$ cat config.mk
export PLATFORM = sky130hd
export DESIGN_NAME = sys_time_gen
export DESIGN_NICKNAME = d
export VERILOG_FILES = /design/src/rtl/sys_time_pkg.sv /design/src/rtl/sync0_edge_det.sv /design/src/rtl/sys_time_gen.sv
export SDC_FILE = /design/constraint.sdc
export NUM_CORES = 1
export LEC_CHECK = 0
export ABC_AREA = 1
export BUFFER_PORTS_ARGS = -buffer_cell sky130_fd_sc_hd__buf_2
export CORE_MARGIN = 2
export CORE_UTILIZATION = 40
export CTS_BUF_LIST = sky130_fd_sc_hd__clkbuf_4 sky130_fd_sc_hd__clkbuf_8
export DETAILED_ROUTE_END_ITERATION = 8
export GPL_TIMING_DRIVEN = 0
export SLEW_MARGIN = 15
export SYNTH_ARGS = -nofsm -noshare
export SYNTH_HDL_FRONTEND = slang
export SYNTH_SLANG_ARGS = --single-unit
$ cat constraint.sdc
create_clock -name CLK -period 19.39 [get_ports CLK]
set_input_delay 2.9085 -clock CLK [delete_from_list [all_inputs] [get_ports CLK]]
set_output_delay 2.9085 -clock CLK [all_outputs]
set_load 0.03 [all_outputs]
$ cat src/rtl/sys_time_pkg.sv
// Shared types and widths for the SYNC0-disciplined system time generator.
package sys_time_pkg;
  typedef enum logic [1:0] {IDLE, ARMED, RUN} sys_time_state_t;
  localparam int SYS_TIME_W = 64;
  localparam int ERR_W_DEF  = 32;
endpackage

$ cat src/rtl/sync0_edge_det.sv
// SYNC0 synchronizer chain followed by a registered one-cycle rising-edge pulse.
module sync0_edge_det #(
  parameter int SYNC_STAGES = 3
) (
  input  logic CLK,
  input  logic RST,
  input  logic SYNC0,
  output logic EDGE
);
  logic [SYNC_STAGES-1:0] sync_q;
  logic                   last_q;

  always_ff @(posedge CLK or posedge RST) begin
    if (RST) begin
      sync_q <= '0;
      last_q <= 1'b0;
      EDGE   <= 1'b0;
    end else begin
      sync_q <= {sync_q[SYNC_STAGES-2:0], SYNC0};
      last_q <= sync_q[SYNC_STAGES-1];
      EDGE   <= sync_q[SYNC_STAGES-1] & ~last_q;
    end
  end
endmodule

$ cat src/rtl/sys_time_gen.sv
// Free-running 64-bit system time, loaded on SYNC0 and monitored against the sync period.
//   state | meaning
//   IDLE  | free running, no time loaded, edges ignored
//   ARMED | SET_TIME captured, waiting for the SYNC0 edge that loads it
//   RUN   | time loaded, each edge measured against SYNC_PERIOD
module sys_time_gen
  import sys_time_pkg::*;
#(
  parameter int SYNC_STAGES = 3,
  parameter int ERR_W       = ERR_W_DEF
) (
  input  logic                  CLK,
  input  logic                  RST,
  input  logic                  SYNC0,
  input  logic [SYS_TIME_W-1:0] SET_TIME,
  input  logic                  SET_VALID,
  output logic                  SET_READY,
  input  logic [ERR_W-1:0]      SYNC_PERIOD,
  output logic [SYS_TIME_W-1:0] SYS_TIME,
  output logic                  LOCKED,
  output logic [ERR_W-1:0]      SYNC_ERR,
  output logic                  ERR_VALID
);
  sys_time_state_t       state, state_nxt;
  logic                  edge_p;
  logic                  xfer, load, run_edge, timeout, period_on;
  logic [SYS_TIME_W-1:0] pending;
  logic [ERR_W-1:0]      cnt;
  logic [ERR_W:0]        diff;
  logic [ERR_W-1:0]      err_sat;

  sync0_edge_det #(.SYNC_STAGES(SYNC_STAGES)) u_edge (
    .CLK  (CLK),
    .RST  (RST),
    .SYNC0(SYNC0),
    .EDGE (edge_p)
  );

  assign SET_READY = (state != ARMED);
  assign xfer      = SET_VALID & SET_READY;
  assign load      = (state == ARMED) & edge_p;
  assign run_edge  = (state == RUN) & edge_p;
  assign period_on = (SYNC_PERIOD != '0);
  assign timeout   = ({1'b0, cnt} > {SYNC_PERIOD, 1'b0});

  // Measured interval is cnt+1; the true difference always fits in ERR_W+1 signed bits.
  always_comb begin
    diff = {1'b0, cnt} + {{ERR_W{1'b0}}, 1'b1} - {1'b0, SYNC_PERIOD};
    if (diff[ERR_W] != diff[ERR_W-1])
      err_sat = {diff[ERR_W], {(ERR_W-1){~diff[ERR_W]}}};
    else
      err_sat = diff[ERR_W-1:0];
  end

  always_comb begin
    state_nxt = state;
    case (state)
      IDLE:    if (xfer)   state_nxt = ARMED;
      ARMED:   if (edge_p) state_nxt = RUN;
      RUN:     if (xfer)   state_nxt = ARMED;
      default:             state_nxt = IDLE;
    endcase
  end

  always_ff @(posedge CLK or posedge RST) begin
    if (RST) state <= IDLE;
    else     state <= state_nxt;
  end

  always_ff @(posedge CLK or posedge RST) begin
    if (RST) begin
      SYS_TIME  <= '0;
      pending   <= '0;
      cnt       <= '0;
      LOCKED    <= 1'b0;
      SYNC_ERR  <= '0;
      ERR_VALID <= 1'b0;
    end else begin
      SYS_TIME  <= load ? pending : SYS_TIME + 1'b1;
      ERR_VALID <= 1'b0;
      if (xfer) pending <= SET_TIME;
      if (load || run_edge)  cnt <= '0;
      else if (cnt != '1)    cnt <= cnt + 1'b1;
      if (run_edge && period_on) begin
        SYNC_ERR  <= err_sat;
        ERR_VALID <= 1'b1;
      end
      if (load || run_edge)                          LOCKED <= 1'b1;
      else if (state == RUN && period_on && timeout) LOCKED <= 1'b0;
      // A new transfer always drops lock, even when it coincides with a RUN edge.
      if (xfer) LOCKED <= 1'b0;
    end
  end
endmodule

==> results of run 1 <==
## per-layer routing
layer,global-route usage,share of wire
met1,0.352,0.47
met5,0,0
met2,0.373,0.43
met4,0.0800,0.030
met3,0.0432,0.071
## through the flow
stage	instances	utilization	worst slack (ps)	instance area, µm²
floorplan	1882	-	11000	13400
global placement	2528	0.449	8480	14900
detailed placement	2529	0.450	13890	15000
CTS	2597	0.476	14480	15800
global route	2598	0.476	14270	15800
finish	2598	0.476	14430	15800
## flip-flops by register name, indices dropped and copies added (netlist names)
register       flops
SYS_TIME          64
pending           64
SYNC_ERR          32
cnt               32
u_edge.sync_q      3
state              2
ERR_VALID          1
LOCKED             1
u_edge.EDGE        1
u_edge.last_q      1
## worst register-to-register path, delay by kind of cell, from the launching register on
| kind | cells | cell delay [ps] |
|---|---|---|
| flops | 1 | 540 |
| simple gates | 5 | 530 |
| compound gates | 4 | 690 |
| buf+inv | 2 | 370 |
| fa+ha+maj | 2 | 720 |
## kinds of logic after synthesis
family	Yosys count	synth area share
and+or+nand+nor	1127	0.350
buffers and inverters	222	0.0649
DFF	201	0.375
AOI/OAI and AO/OA	153	0.0650
adders and majority gates	97	0.0911
xor gates and xnor gates	82	0.0536
## power breakdown
part / total [mW] / internal [mW] / switching, mW
clock network: 0.476 / 0.279 / 0.197
registers: 0.738 / 0.584 / 0.155
logic: 0.743 / 0.229 / 0.513
total: 1.96 / 1.09 / 0.865
## cell usage in the layout, fill, tap and decap left out, types with 4 or more instances in the layout
master    netlist  final
dfrtp_1       201    201
clkbuf_1       28     28
or2_2          16     16
inv_1         178    177
ha_1           96     96
buf_1           6      6
clkbuf_8        0     49
nor2_1        199    199
o21ai_0        59     59
clkbuf_4        0     13
buf_2           5    203
o211ai_1        4      4
buf_6           4      4
nand3_1        77     77
o31ai_1         4      4
nor3_1         41     41
o21bai_1        9      9
xnor2_1        35     35
nand2_1       701    701
nand4_1        51     51
a21oi_2        14     14
a21oi_1        56     56
nor4_1         11     11
xor2_1         47     47
nand2_2         8      8
nor2_2          8      8
## final timing paths
kind,startpoint,endpoint,slack (ps)
setup / recovery,SYNC_PERIOD[19],SYNC_ERR[1],14430
min in group asynchronous,RST,SYNC_ERR[21],2480
setup reg to reg,cnt[22],SYNC_ERR[1],16430
hold reg to reg,u_edge.sync_q[0],u_edge.sync_q[1],350
hold / removal,u_edge.sync_q[0],u_edge.sync_q[1],350
max in group asynchronous,RST,pending[11],15890
## layout make-up
type | instances | area, µm²
Fill cell | 3524 | 17400
Sequential cell | 201 | 5030
Clock buffer | 62 | 772
Buffer | 43 | 198
Timing Repair Buffer | 199 | 1020
Tap cell | 448 | 561
Multi-Input combinational cell | 1459 | 7500
Antenna cell | 1 | 2.50
Inverter | 179 | 679
Clock inverter | 6 | 87.6
==> results.py, run 1 <==
metrics = {
    "detailed_routing": {
        "wl_per_cell_um": 16.5,
        "vias": 13200,
        "via_per_inst": 5.08,
        "first_iter_violations": 908,
        "drc_errors": 0,
        "drt-total-wl_um": 42800,
        "firstDrtPassIters": 5,
        "final_antenna_net_count": 0,
    },
    "yosys": {
        "synth_most_common_cell": "nand2_1",
        "ys.flop_type": "dfrtp_1",
        "async_flop_share": 1.00,
        "synth_top_area_cell": "dfrtp_1",
        "yosysWarnings": 0,
        "yosys-top-cells-count": "701 x nand2_1, 201 x dfrtp_1, 199 x nor2_1",
        "syn_nets": 2079,
        "synth_edf_count": 0,
        "ys_types": 40,
        "seq_area_frac_synth": 0.375,
        "yosysTopAreaCellShare": 0.375,
        "syn_area_per_cell_um2": 7.12,
        "synth.area.top_cells": "dfrtp_1 38%, nand2_1 20%, ha_1 9.0%",
        "ys_seq_elements": 201,
        "syn_area_um2": 13400,
        "synth_cells": 1882,
    },
    "setup_path": {
        "crit_cells": 16,
        "worstPathRequired_ps": 19830,
        "crit_path_max_incr_delay_ps": 370,
        "worst-path-buf-inv": 4,
        "critical_path_arrival_ps": 5400,
        "critPathLaunchType": "primary input",
        "worst_setup_path_end_kind": "register",
        "critPathSlowestCell": "ha_1",
        "path_common_cell": "nand2_1",
        "crit_path_max_fanout": 10,
        "path_class": "primary input to register",
        "rr_worst_depth": 13,
        "path_cells": "buf_2 -> inv_1 -> ha_1 -> ha_1 -> a21oi_1 -> nand2_1 -> nand2_1 -> nand2_1 -> a21oi_2 -> nand2_1 -> nand2_1 -> nand2_2 -> a21oi_2 -> buf_6 -> buf_6 -> a21oi_2",
        "critPathTopFamily": "compound AO/OA/AOI/OAI gates",
    },
    "grt": {
        "grt_pass1_vias": 12500,
        "antenna_found_initial": 1,
        "grt-ovfl-total": 0,
        "grt_start_max_net_pins": 106,
        "grt_pass1_wl_um": 67800,
        "grt_usage": 0.245,
    },
    "floorplan": {
        "die_w_um": 187,
        "initial_utilization": 0.403,
        "rows": 67,
        "coreArea_um2": 33300,
        "dieArea_um2": 35000,
        "io_pins": 199,
        "fp.dieH_um": 187,
    },
    "sta": {
        "drv_slew": 0,
        "hold_violations": 0,
        "rsz0062_at_grt": "no",
        "tns_ps": 0,
        "slew_headroom": 0.408,
        "min_period_over_period": 0.256,
        "fin_crit_ps": 4960,
        "timing.fmax_mhz": 202,
        "skew_ps": 30.3,
        "setup_viol": 0,
        "worst_pin_slew_ps": 888,
        "hold_ws_ps": 350,
    },
    "power": {
        "leakage_nw": 8.32,
        "ir_drop_uv": 101,
        "finalPower_mw": 1.96,
        "p_per_area_nw_per_um2": 123,
    },
    "clock_network": {
        "clock_tree.buffer_depth": 3,
        "postCtsSetupBuffers": 0,
        "cts_buffers": 39,
        "clk_pin_slew_ps": 50,
        "cts_resized": 0,
        "clkLatencyLatePin_ps": 570,
        "hold_buffers": 0,
        "cts_htree_levels": 2,
        "clock-root-buffer": "clkbuf_8",
        "cts_num_sinks": 201,
        "cts_tree": "built",
    },
    "place": {
        "port_buffers": 198,
        "hpwl_um": 34100,
        "gp_congestion": 0.944,
    },
    "final_layout": {
        "area_growth_syn_to_layout_pct": 18.3,
        "drive_gt1_frac": 0.154,
        "layout.nets": 2319,
    },
    "worst_hold_path": {
        "hold_depth": 0,
        "hold_path_class": "register to register",
    },
    "flow_run": {
        "drv_cap": 0,
    },
    "status": {
        "status": "finished, final reports clean",
    },
}
(Power assumes the default switching activity.)
==> run 2, diff against run 1 <==
clock period = 4.9 ns   (was 19.39 ns; I/O delays follow)
==> results.py, run 2 (synthesized netlist as in run 1, its figures left out) <==
metrics = {
    "power": {
        "finalPower_mw": 7.70,
        "p_per_area_nw_per_um2": 482,
        "leakage_nw": 8.37,
        "ir_drop_uv": 344,
    },
    "grt": {
        "grt_pass1_vias": 12400,
        "antenna_found_initial": 0,
        "grt_start_max_net_pins": 38,
        "grt-ovfl-total": 0,
        "grt_usage": 0.241,
        "grt_pass1_wl_um": 67000,
    },
    "sta": {
        "rsz0062_at_grt": "no",
        "skew_ps": 35.7,
        "timing.fmax_mhz": 338,
        "slew_headroom": 0.418,
        "hold_violations": 0,
        "fin_crit_ps": 2960,
        "min_period_over_period": 0.604,
        "worst_pin_slew_ps": 873,
        "drv_slew": 0,
        "setup_viol": 0,
        "tns_ps": 0,
    },
    "clock_network": {
        "clkLatencyLatePin_ps": 570,
        "cts_resized": 0,
        "cts_htree_levels": 2,
        "cts_tree": "built",
        "cts_num_sinks": 201,
        "hold_buffers": 0,
        "clock_tree.buffer_depth": 3,
        "clk_pin_slew_ps": 60,
        "cts_buffers": 39,
        "postCtsSetupBuffers": 0,
        "clock-root-buffer": "clkbuf_8",
    },
    "detailed_routing": {
        "drc_errors": 0,
        "firstDrtPassIters": 6,
        "via_per_inst": 4.99,
        "wl_per_cell_um": 16.1,
        "drt-total-wl_um": 42000,
        "first_iter_violations": 939,
        "vias": 13000,
        "final_antenna_net_count": 0,
    },
    "floorplan": {
        "coreArea_um2": 33300,
        "initial_utilization": 0.403,
        "fp.dieH_um": 187,
        "io_pins": 199,
        "die_w_um": 187,
        "dieArea_um2": 35000,
        "rows": 67,
    },
    "place": {
        "dpl-instance-area_um2": 15100,
        "gp_congestion": 0.922,
        "port_buffers": 198,
        "hpwl_um": 33800,
    },
    "setup_path": {
        "worst_setup_path_end_kind": "register",
        "worstPathRequired_ps": 5320,
        "path_class": "register to register",
        "rr_worst_depth": 13,
        "crit_path_max_fanout": 10,
        "critPathLaunchType": "register",
        "critical_path_arrival_ps": 3380,
    },
    "flow_run": {
        "drv_cap": 0,
    },
    "final_layout": {
        "drive_gt1_frac": 0.156,
        "final_common_cell": "nand2_1",
        "num_antenna_cells": 0,
        "area_growth_syn_to_layout_pct": 19.2,
        "layout.nets": 2325,
        "fin_area_um2": 16000,
        "final_util": 0.480,
        "top_regs": "SYS_TIME: 64 flops, pending: 64 flops",
        "final_cell_mix": "701 x nand2_1, 203 x buf_2, 201 x dfrtp_1",
    },
    "status": {
        "status": "finished, final reports clean",
    },
    "worst_hold_path": {
        "hold_path_class": "primary input to async pin",
    },
}
## run 2: layout make-up
cell class / instances / area, µm²
Clock buffer: 56 / 733
Timing Repair Buffer: 205 / 1140
Tap cell: 448 / 561
Multi-Input combinational cell: 1459 / 7500
Buffer: 43 / 198
Sequential cell: 201 / 5030
Fill cell: 3492 / 17300
Clock inverter: 12 / 130
Inverter: 179 / 676
## run 2: path summary, 6_finish.rpt
kind                             startpoint                to  slack (ps)
hold / removal                          RST       pending[40]          60
max in group asynchronous               RST        pending[5]        3590
setup reg to reg                    cnt[23]       SYNC_ERR[1]        1940
setup / recovery                    cnt[23]       SYNC_ERR[1]        1940
hold reg to reg            u_edge.sync_q[1]  u_edge.sync_q[2]         360
min in group CLK                      SYNC0  u_edge.sync_q[0]         270
## run 2: power by group
part / total, mW / internal, mW / switching [mW] / leakage (nW)
Sequential: 2.91 / 2.31 / 0.599 / 2.54
Combinational: 2.93 / 0.917 / 2.02 / 5.38
Clock: 1.86 / 1.07 / 0.788 / 0.451
Total: 7.70 / 4.30 / 3.40 / 8.37
## run 2: worst max-delay path, stage by stage (launching register included)
cell     delay, ps
dfrtp_1        540
ha_1           310
ha_1           390
a21oi_1        220
and2_1         230
nand2_1         90
a21oi_2        170
nand2_1         90
nand2_1         80
nand2_2         70
a21oi_2        190
buf_6          180
buf_6          180
a21oi_2         70
## run 2: per-layer routing
metal | track usage | routed length [µm]
met3 | 0.0469 | 2670
met4 | 0.0742 | 1110
met2 | 0.356 | 17700
met5 | 0 | 0
met1 | 0.356 | 20500
## run 2: stage by stage
stage / cells / worst slack [ps] / hold slack, ps
6_report: 2603 / 1940 / 57.4
5_1_grt: 2603 / 1750 / 29.4
2_1_floorplan: 1882 / 1560 / 331
4_1_cts: 2603 / 1970 / 29.6
3_5_place_dp: 2535 / 1600 / 337
3_3_place_gp: 2528 / 215 / 338
